--- src/rtl/trap_ctrl.sv ---
// trap_ctrl: sequences interrupt/ecall/ebreak/mret entry and exit around the MEM-stage CSR unit,
// flushing younger stages and redirecting fetch to the CSR-supplied target.
module trap_ctrl #(
    parameter int ADDR_W  = 64,
    parameter int HOLDOFF = 1,
    parameter int CNT_W   = 32
) (
    input  logic              clk,
    input  logic              rst,
    input  logic              trap_ctrl_csr_trap_i,
    input  logic [ADDR_W-1:0] trap_ctrl_csr_nxt_pc_i,
    input  logic              trap_ctrl_mem_valid_i,
    input  logic              trap_ctrl_mem_busy_i,
    input  logic              trap_ctrl_mem_trap_i,
    input  logic              trap_ctrl_mem_mret_i,
    input  logic              trap_ctrl_if_ready_i,
    output logic              trap_ctrl_intp_en_o,
    output logic              trap_ctrl_flush_o,
    output logic              trap_ctrl_redirect_valid_o,
    output logic [ADDR_W-1:0] trap_ctrl_redirect_pc_o,
    output logic              trap_ctrl_busy_o,
    output logic [CNT_W-1:0]  trap_ctrl_intp_cnt_o
);
    typedef enum logic [1:0] {IDLE, ARMED, REDIR} state_t;
    localparam int HW = HOLDOFF > 0 ? $clog2(HOLDOFF + 1) : 1;
    state_t         state;
    logic [HW-1:0]  holdoff_cnt;
    logic           was_mret;
    logic           commit;
    logic           hold_z;
    logic           sync_trap;
    always_comb begin
        commit              = trap_ctrl_mem_valid_i & ~trap_ctrl_mem_busy_i;
        hold_z              = holdoff_cnt == '0;
        // Gated by rst so the Mealy pulses also drop the instant reset asserts.
        trap_ctrl_intp_en_o = rst & (state == ARMED) & trap_ctrl_csr_trap_i & commit & hold_z;
        sync_trap           = rst & (state != REDIR) & commit
                              & (trap_ctrl_mem_trap_i | trap_ctrl_mem_mret_i) & ~trap_ctrl_intp_en_o;
        trap_ctrl_flush_o   = trap_ctrl_intp_en_o | sync_trap;
    end
    always_ff @(posedge clk or negedge rst) begin
        if (!rst) begin
            state                      <= IDLE;
            holdoff_cnt                <= '0;
            was_mret                   <= 1'b0;
            trap_ctrl_redirect_valid_o <= 1'b0;
            trap_ctrl_redirect_pc_o    <= '0;
            trap_ctrl_busy_o           <= 1'b0;
            trap_ctrl_intp_cnt_o       <= '0;
        end else if (state == REDIR) begin
            if (trap_ctrl_if_ready_i) begin
                state                      <= IDLE;
                trap_ctrl_redirect_valid_o <= 1'b0;
                trap_ctrl_busy_o           <= 1'b0;
                if (was_mret) holdoff_cnt <= HW'(HOLDOFF);
            end
        end else begin
            if (commit && !hold_z) holdoff_cnt <= holdoff_cnt - HW'(1);
            if (trap_ctrl_flush_o) begin
                state                      <= REDIR;
                was_mret                   <= sync_trap & trap_ctrl_mem_mret_i;
                trap_ctrl_redirect_valid_o <= 1'b1;
                trap_ctrl_redirect_pc_o    <= trap_ctrl_csr_nxt_pc_i;
                trap_ctrl_busy_o           <= 1'b1;
                if (trap_ctrl_intp_en_o) trap_ctrl_intp_cnt_o <= trap_ctrl_intp_cnt_o + CNT_W'(1);
            end else if (state == ARMED) begin
                state <= trap_ctrl_csr_trap_i ? ARMED : IDLE;
            end else begin
                state <= (trap_ctrl_csr_trap_i && hold_z) ? ARMED : IDLE;
            end
        end
    end
endmodule
--- config.mk ---
export PLATFORM = sky130hd
export DESIGN_NAME = trap_ctrl
export DESIGN_NICKNAME = d
export VERILOG_FILES = /design/src/rtl/trap_ctrl.sv
export SDC_FILE = /design/constraint.sdc
export NUM_CORES = 1
export LEC_CHECK = 0
export CORE_UTILIZATION = 46
export CTS_CLUSTER_DIAMETER = 60
export CTS_CLUSTER_SIZE = 16
export DETAILED_ROUTE_END_ITERATION = 10
export PLACE_DENSITY = 0.85
export SYNTH_ARGS = -nofsm -noshare
export SYNTH_HDL_FRONTEND = slang
export SYNTH_SLANG_ARGS = --single-unit
--- constraint.sdc ---
create_clock -name clk -period 3.6 [get_ports clk]
set_clock_uncertainty 0.15 [all_clocks]
set_input_delay 0.72 -clock clk [delete_from_list [all_inputs] [get_ports clk]]
set_output_delay 0.72 -clock clk [all_outputs]
set_load 0.1 [all_outputs]
==> impl_metrics.ini, run 1 <==
[status]
status = finished with violations
failed_checks = design-rule violations

[clock_tree]
cts_sinks = 101
cts_buffer_depth = 2
clk_pin_slew_ps = 90
cts_root_buf = clkbuf_8
postCtsSetupRepairBufs = 0
hold_buffers = 0
numCtsBuffers = 9
worstSkewPairLatency_ps = 340
ctsResizeCount = 0
cts_tree = yes
cts_max_level = 3

[cells_and_area]
antenna_cells = 0
fillCellCount = 685
drive_gt1_frac = 0.274
area.sequential_um2 = 2530
final_nets = 549
multi_input_comb_area_um2 = 1600
areaGrowthSynthToFinish_pct = 46.3

[floorplan]
ios = 172
die_x_um = 97.6
rows = 34
die_h_um = 97.6
start_util = 0.478
core_area_um2 = 8810
design.die.area_um2 = 9530

[sta]
whs_ps = 328
timing.final.crit_share = 0.829
tightest_slew_ps = 994
relSlewSlack = 0.335
max_freq_mhz = 335
fin_crit_ps = 2980
setup_violations = 0
report.final.slew_viol_count = 0
fin_tns_setup_ps = 0
hold_viol = 0
grt_setup_unrepaired = no

[grt]
grt_antenna_before_repair = 0
gr-total-overflow = 0
grt_usage = 0.214
grt_max_degree = 52
grt_pass1_wl_um = 16100
first_global_vias = 3148

[pwr]
irDropWorstVdd_v = 0.000409
sw_frac_of_total = 0.493
power.total_w = 0.00434
leakage_nw = 2.78
pwr-share-clk = 0.172
power.switching_w = 0.00214
cellPowerDensity_nw_per_um2 = 706
pwr-share-comb = 0.498
internal_power_w = 0.00220
power_frac_seq = 0.330

[worst_setup_path]
crit_fanout = 4
crit_type = input port to primary output
end_kind = primary output
cp-start-kind = input port
r2r-end = trap_ctrl_redirect_pc_o[40]
rr_startpoint = state[1]
reg2reg_depth = 4
worstPathArrival_ps = 2110
critPathRequiredTime_ps = 2730
reg2reg_slack_ps = 1370

[route]
routed_wl_um = 9710
wl_per_cell_um = 16.5
drt_iter0_markers = 100
vias_per_cell = 5.13
drc = 32
dr_total_vias = 3020
drtPass1Iterations = 7
postRouteAntennaNets = 0

[min_path]
hp-start = trap_ctrl_intp_cnt_o[31]
whs_path_depth = 1
hold_path.class = register to register
holdPathEnd = trap_ctrl_intp_cnt_o[31]

[synth]
yosysMostFrequentCell = dfrtp_1
syn_inst = 298
ys_seq_area_frac = 0.601
synth.distinct_cells = 40
ys_top_cells_by_area = dfrtp_1 (60%), mux2_2 (13%), xor2_1 (4.8%)
synth_top_area_cell = dfrtp_1
synth_common_cells = dfrtp_1 (101), mux2_2 (49), xor2_1 (23)
ys_ff_latch = 101
synth_top_flop_cell = dfrtp_1
syn_area_per_cell_um2 = 14.1
async_flop_share = 1.00
synth_edf_count = 0
syn-cell-area_um2 = 4210
synth_top_area_frac = 0.601
synth_nets = 371
yosysWarnings = 0

[placed_design]
finalWeightedCongestion = 0.804
dp_hpwl_um = 7230
portBuffers = 171

[job]
maxCapViolCount = 0
==> through the flow <==
step	std cells	instance area (µm²)	setup WS, ps	utilization
floorplan	298	4210	399	-
global placement	573	5940	657	0.675
detailed placement	573	5940	637	0.675
CTS	589	6150	616	0.699
global route	589	6150	523	0.699
finish	589	6150	617	0.699
==> cell families (layout without fill, tap and decap cells) <==
kind of cell | count (synthesis) | in the layout | share of synthesized area
AO/OA/AOI/OAI | 9 | 9 | 0.0137
XOR/XNOR | 31 | 31 | 0.0645
adder cells (fa/ha/maj) | 2 | 2 | 0.00535
buffers and inverters | 16 | 199 | 0.0217
flip-flops | 101 | 101 | 0.601
multiplexers | 65 | 65 | 0.174
AND/OR/NAND/NOR | 74 | 74 | 0.120
==> cells in the final DEF, fill, tap and decap left out, types with 4 or more instances in the layout <==
| cell type | count |
|---|---|
| mux2_2 | 49 |
| nand3_1 | 4 |
| dfrtp_1 | 101 |
| nand4_1 | 5 |
| inv_1 | 7 |
| xnor2_1 | 8 |
| buf_4 | 49 |
| and4_1 | 7 |
| nor3_2 | 6 |
| clkbuf_8 | 11 |
| nor3_1 | 4 |
| clkdlybuf4s50_1 | 125 |
| nor4_1 | 4 |
| nor2_1 | 10 |
| nand2_1 | 15 |
| xor2_1 | 23 |
| mux2_1 | 16 |
==> final cells by class <==
type | instances | area share
Inverter | 7 | 0.00427
Multi-Input combinational cell | 181 | 0.259
Timing Repair Buffer | 176 | 0.270
Clock inverter | 4 | 0.00895
Clock buffer | 12 | 0.0252
Sequential cell | 101 | 0.411
Tap cell | 108 | 0.0220
==> layer usage <==
metal | share of wire | up-vias | track usage
li1 | - | 1401 | -
met1 | 0.42 | 1489 | 0.270
met2 | 0.50 | 120 | 0.368
met3 | 0.067 | 10 | 0.0468
met4 | 0.012 | 0 | 0.0664
met5 | 0 | - | 0
==> flip-flops by register name, indices dropped and copies added, names as in the netlist <==
| signal | flops |
|---|---|
| trap_ctrl_redirect_pc_o | 64 |
| was_mret | 1 |
| trap_ctrl_busy_o | 1 |
| trap_ctrl_intp_cnt_o | 32 |
| holdoff_cnt | 1 |
| state | 2 |
==> power groups by stage <==
| stage | Combinational, W | Sequential [W] | Clock, W |
|---|---|---|---|
| global route | 0.00222 | 0.00146 | 0.000815 |
| global placement | 0.00215 | 0.00144 | 0 |
| finish | 0.00216 | 0.00143 | 0.000745 |
| detailed placement | 0.00217 | 0.00146 | 0 |
| floorplan | 0.000234 | 0.00284 | 0 |
| CTS | 0.00217 | 0.00144 | 0.000770 |
==> critical path, stage by stage <==
cell,delay (ps)
clkdlybuf4s50_1,510
nand4bb_1,240
nor2_1,410
buf_12,230
==> how the worst max path moves through the flow <==
stage	startpoint	to	slack, ps	cells past startpoint
floorplan	trap_ctrl_mem_busy_i	trap_ctrl_intp_en_o	400	2
global placement	trap_ctrl_csr_trap_i	trap_ctrl_intp_en_o	660	4
detailed placement	trap_ctrl_csr_trap_i	trap_ctrl_intp_en_o	640	4
CTS	trap_ctrl_csr_trap_i	trap_ctrl_intp_en_o	620	4
global route	trap_ctrl_csr_trap_i	trap_ctrl_intp_en_o	520	4
finish	trap_ctrl_csr_trap_i	trap_ctrl_intp_en_o	620	4
(Power assumes the default switching activity.)
==> run 2: changes to the inputs <==
--- a/config.mk
+++ b/config.mk
@@ -5,11 +5,11 @@
 export SDC_FILE = /design/constraint.sdc
 export NUM_CORES = 1
 export LEC_CHECK = 0
-export CORE_UTILIZATION = 46
+export CORE_UTILIZATION = 43
 export CTS_CLUSTER_DIAMETER = 60
 export CTS_CLUSTER_SIZE = 16
 export DETAILED_ROUTE_END_ITERATION = 10
-export PLACE_DENSITY = 0.85
+export PLACE_DENSITY = 0.8
 export SYNTH_ARGS = -nofsm -noshare
 export SYNTH_HDL_FRONTEND = slang
 export SYNTH_SLANG_ARGS = --single-unit
==> constraint.sdc (replaced) <==
create_clock -name clk -period 3.1 [get_ports clk]
set_clock_uncertainty 0.15 [all_clocks]
set_input_delay 0.62 -clock clk [delete_from_list [all_inputs] [get_ports clk]]
set_output_delay 0.62 -clock clk [all_outputs]
set_load 0.1 [all_outputs]
==> run 2 against run 1 <==
The flow now finishes without violations. Critical path depth unchanged. Non-clock buffer count unchanged. Global-route usage decreased by 2.7 points. Critical endpoint unchanged. Combinational power increased by 13%. Final cell count increased by 3.6%. Clock power increased by 13%.
==> impl_metrics.ini, run 2 (synthesized netlist as in run 1, its figures left out) <==
[cells_and_area]
final_nets = 549
reg_top3 = trap_ctrl_redirect_pc_o x64, trap_ctrl_intp_cnt_o x32, state x2
final_common_cell = buf_4
antenna_cells = 0
final_cell_mix = buf_4 (103), dfrtp_1 (101), clkdlybuf4s50_1 (70), mux2_2 (49), xor2_1 (23)
areaGrowthSynthToFinish_pct = 43.7
drive_gt1_frac = 0.389
largest_reg_flops = 64
regMostFlops = trap_ctrl_redirect_pc_o

[sta]
tightest_slew_ps = 757
relSlewSlack = 0.495
report.final.slew_viol_count = 0
setup_violations = 0
fin_tns_setup_ps = 0
timing.final.crit_share = 0.890
fin_crit_ps = 2760
hold_viol = 0
timing.final.ws_setup_ps = 339
max_freq_mhz = 362
grt_setup_unrepaired = no

[placed_design]
finalWeightedCongestion = 0.814
portBuffers = 171
place_ws_ps = 336
dp_hpwl_um = 6800

[worst_setup_path]
critPathRequiredTime_ps = 2330
worstPathArrival_ps = 1990
crit_fanout = 4
r2r-end = trap_ctrl_redirect_pc_o[35]
reg2reg_depth = 4
end_kind = primary output
cp-start-kind = input port
rr_startpoint = state[1]
reg2reg_slack_ps = 1100
crit_type = input port to primary output
crit_end = trap_ctrl_intp_en_o
cp-startpoint = trap_ctrl_csr_trap_i

[route]
postRouteAntennaNets = 0
dr_total_vias = 2966
drtPass1Iterations = 4
drt_iter0_markers = 80
wl_per_cell_um = 15.2
routed_wl_um = 9250
drc = 0
vias_per_cell = 4.86

[job]
maxCapViolCount = 0

[grt]
first_global_vias = 2921
grt_usage = 0.187
grt_max_degree = 60
grt_antenna_before_repair = 0
grt_pass1_wl_um = 14800
gr-total-overflow = 0

[pwr]
cellPowerDensity_nw_per_um2 = 819
power_frac_seq = 0.335
sw_frac_of_total = 0.500
power.total_w = 0.00495
irDropWorstVdd_v = 0.000531
pwr-share-comb = 0.494
pwr-share-clk = 0.171
leakage_nw = 2.83
internal_power_w = 0.00247
power.switching_w = 0.00248

[floorplan]
core_area_um2 = 9370
die_x_um = 101
rows = 35
start_util = 0.449
die_h_um = 101
design.die.area_um2 = 10200
ios = 172

[clock_tree]
cts_root_buf = clkbuf_8
cts_tree = yes
cts_buffer_depth = 2
worstSkewPairLatency_ps = 350
numCtsBuffers = 9
cts_max_level = 3
clk_pin_slew_ps = 100
cts_sinks = 101
postCtsSetupRepairBufs = 0
hold_buffers = 0
ctsResizeCount = 0

[min_path]
hold_path.class = input port to async pin

[status]
status = complete, no violations
## run 2: area by class of cell
cell class              instances  area (µm²)
clock buffers                  11         141
repair buffers                176        1530
clock inverters                 5        60.1
flip-flops and latches        101        2530
well taps                     129         161
fillers                       765        3330
inverters                       7        26.3
multi-input cells             181        1600
## run 2: metrics by stage
stage                util  cells  cell area [µm²]  hold WS, ps
finish              0.645    610             6050          205
global route        0.645    610             6050          240
CTS                 0.645    610             6050          209
detailed placement  0.624    594             5840          317
global placement    0.624    594             5840          312
floorplan               -    298             4210          174
## run 2: worst min-delay path by stage
| stage | startpoint | end | slack [ps] |
|---|---|---|---|
| 2_1_floorplan | rst | holdoff_cnt | 170 |
| 3_3_place_gp | trap_ctrl_intp_cnt_o[31] | trap_ctrl_intp_cnt_o[31] | 310 |
| 3_5_place_dp | trap_ctrl_intp_cnt_o[31] | trap_ctrl_intp_cnt_o[31] | 320 |
| 4_1_cts | rst | trap_ctrl_intp_cnt_o[8] | 210 |
| 5_1_grt | rst | trap_ctrl_intp_cnt_o[8] | 240 |
| 6_report | rst | trap_ctrl_intp_cnt_o[8] | 200 |
## run 2: power by group through the flow
stage | clock network [W] | logic (W) | registers, W
2_1_floorplan | 0 | 0.000272 | 0.00330
3_3_place_gp | 0 | 0.00244 | 0.00168
3_5_place_dp | 0 | 0.00246 | 0.00169
4_1_cts | 0.000870 | 0.00246 | 0.00166
5_1_grt | 0.000923 | 0.00251 | 0.00169
6_report | 0.000844 | 0.00245 | 0.00166
## run 2: critical path: stages
cell and delay [ps]:
clkdlybuf4s50_1 500, nand4bb_1 220, nor2_1 410, buf_12 230
## run 2: layer usage
metal	vias up	track usage	wire, µm
met5	-	0	0
met3	8	0.0381	595
met4	0	0.0613	88
li1	1400	-	-
met2	101	0.315	4530
met1	1457	0.243	4030
==> run 3: changes to the inputs <==
--- a/config.mk
+++ b/config.mk
@@ -5,11 +5,11 @@
 export SDC_FILE = /design/constraint.sdc
 export NUM_CORES = 1
 export LEC_CHECK = 0
-export CORE_UTILIZATION = 43
+export CORE_UTILIZATION = 35
 export CTS_CLUSTER_DIAMETER = 60
 export CTS_CLUSTER_SIZE = 16
 export DETAILED_ROUTE_END_ITERATION = 10
-export PLACE_DENSITY = 0.8
+export PLACE_DENSITY = 0.67
 export SYNTH_ARGS = -nofsm -noshare
 export SYNTH_HDL_FRONTEND = slang
 export SYNTH_SLANG_ARGS = --single-unit
==> constraint.sdc (replaced) <==
create_clock -name clk -period 3.39 [get_ports clk]
set_clock_uncertainty 0.15 [all_clocks]
set_input_delay 0.678 -clock clk [delete_from_list [all_inputs] [get_ports clk]]
set_output_delay 0.678 -clock clk [all_outputs]
set_load 0.1 [all_outputs]
==> run 3 against run 2 <==
The run now ends with design-rule violations left. Sequential power fell by 8%. Die area rose by 22%. Critical path type unchanged. Final cell count rose by 2.1%. Highest routed layer unchanged. Register-to-register slack improved by 330 ps. Global-route usage fell by 3.0 points. Sequential share of layout area fell by 0.67 points. Via count fell by 1.0%. Clock power rose by 16%. Critical path depth did not move. Total power fell by 4.1%. Routed wire length rose by 2.2%. Largest power group unchanged.
==> impl_metrics.ini, run 3 (synthesized netlist as in run 1, its figures left out) <==
[worst_setup_path]
cp-start-kind = input port
cp-startpoint = trap_ctrl_csr_trap_i
rr_startpoint = state[1]
critPathRequiredTime_ps = 2560
end_kind = primary output
worstPathArrival_ps = 2050
crit_type = input port to primary output
crit_fanout = 4

[sta]
report.final.slew_viol_count = 0
tightest_slew_ps = 1040
grt_setup_unrepaired = no
fin_crit_ps = 2880
max_freq_mhz = 347
whs_ps = 60.8
fin_tns_setup_ps = 0
timing.final.ws_setup_ps = 508
relSlewSlack = 0.306
timing.final.crit_share = 0.850
hold_viol = 0
setup_violations = 0

[clock_tree]
worstSkewPairLatency_ps = 340
hold_buffers = 0
ctsResizeCount = 0
cts_max_level = 3
cts_buffer_depth = 2
numCtsBuffers = 9
clk_pin_slew_ps = 70
postCtsSetupRepairBufs = 0
cts_root_buf = clkbuf_16
cts_sinks = 101
cts_tree = yes

[pwr]
sw_frac_of_total = 0.482
pwr-share-comb = 0.472
leakage_nw = 2.87
power_frac_seq = 0.321
power.switching_w = 0.00229
cellPowerDensity_nw_per_um2 = 772
pwr-share-clk = 0.207
irDropWorstVdd_v = 0.000526
internal_power_w = 0.00246

[placed_design]
finalWeightedCongestion = 0.764
place_ws_ps = 484
dp_hpwl_um = 7050
portBuffers = 171

[cells_and_area]
areaGrowthSynthToFinish_pct = 46.1
final_common_cell = buf_4
antenna_cells = 0
reg_top3 = trap_ctrl_redirect_pc_o x64, trap_ctrl_intp_cnt_o x32, state x2
regMostFlops = trap_ctrl_redirect_pc_o
drive_gt1_frac = 0.385
final_cell_mix = buf_4 (102), dfrtp_1 (101), clkdlybuf4s50_1 (70), mux2_2 (49), xor2_1 (23)
final_nets = 548
largest_reg_flops = 64

[route]
routed_wl_um = 9460
dr_total_vias = 2936
wl_per_cell_um = 15.2
drtPass1Iterations = 7
vias_per_cell = 4.71
postRouteAntennaNets = 0
drc = 17
drt_iter0_markers = 144

[grt]
grt_max_degree = 84
first_global_vias = 2979
grt_usage = 0.157
grt_antenna_before_repair = 0
grt_pass1_wl_um = 15400
gr-total-overflow = 0

[floorplan]
rows = 39
die_h_um = 112
core_area_um2 = 11600
die_x_um = 112
ios = 172
design.die.area_um2 = 12500
start_util = 0.364

[status]
status = finished with violations
failed_checks = design-rule violations

[min_path]
hold_path.class = input port to async pin

[job]
maxCapViolCount = 0
==> run 3: changes by cell type in the layout (fill, tap and decap cells not counted), sizes merged <==
cell / delta
buf: -1
clkbuf: +3
clkinv: -2
bufinv: -1
==> run 3: layer usage <==
metal | global-route usage | part of all wire
met3 | 0.0457 | 0.069
met1 | 0.211 | 0.45
met4 | 0.0432 | 0.0078
met2 | 0.248 | 0.48
met5 | 0 | 0
==> run 3: worst max-delay path, cell delays in order <==
cell	delay, ps
clkdlybuf4s50_1	510
nand4bb_1	220
nor2_1	410
buf_12	230
==> run 3: final cells by class <==
cell class / instances / area, µm²
clock buffer: 14 / 274
clock inverter: 2 / 16.3
fill: 994 / 5420
inverter: 7 / 26.3
multi-input combinational: 181 / 1600
sequential: 101 / 2530
tap: 143 / 179
timing repair buffer: 175 / 1530
==> run 3: worst paths after layout <==
path / endpoint / slack, ps / cells past startpoint
max reg2reg: trap_ctrl_redirect_pc_o[12] / 1430 / 4
min: trap_ctrl_intp_cnt_o[6] / 60 / 1
min reg2reg: trap_ctrl_intp_cnt_o[31] / 320 / 1
min in group clk: trap_ctrl_intp_cnt_o[31] / 320 / 1
max: trap_ctrl_intp_en_o / 510 / 4
max in group asynchronous: trap_ctrl_redirect_pc_o[39] / 1700 / 2
==> run 3: stage by stage <==
step                 util  cells  instance area (µm²)  power [W]
floorplan               -    298                 4210    0.00327
global placement    0.506    607                 5850    0.00378
detailed placement  0.506    607                 5850    0.00380
CTS                 0.531    623                 6140    0.00480
global route        0.531    623                 6140    0.00492
finish              0.531    623                 6140    0.00475
==> run 3: power by group through the flow <==
stage | logic [W] | clock network, W | registers, W
after CTS | 0.00225 | 0.00102 | 0.00153
after detailed placement | 0.00225 | 0 | 0.00155
after global placement | 0.00224 | 0 | 0.00154
after global routing | 0.00229 | 0.00108 | 0.00155
after floorplan | 0.000249 | 0 | 0.00302
final | 0.00224 | 0.000983 | 0.00152
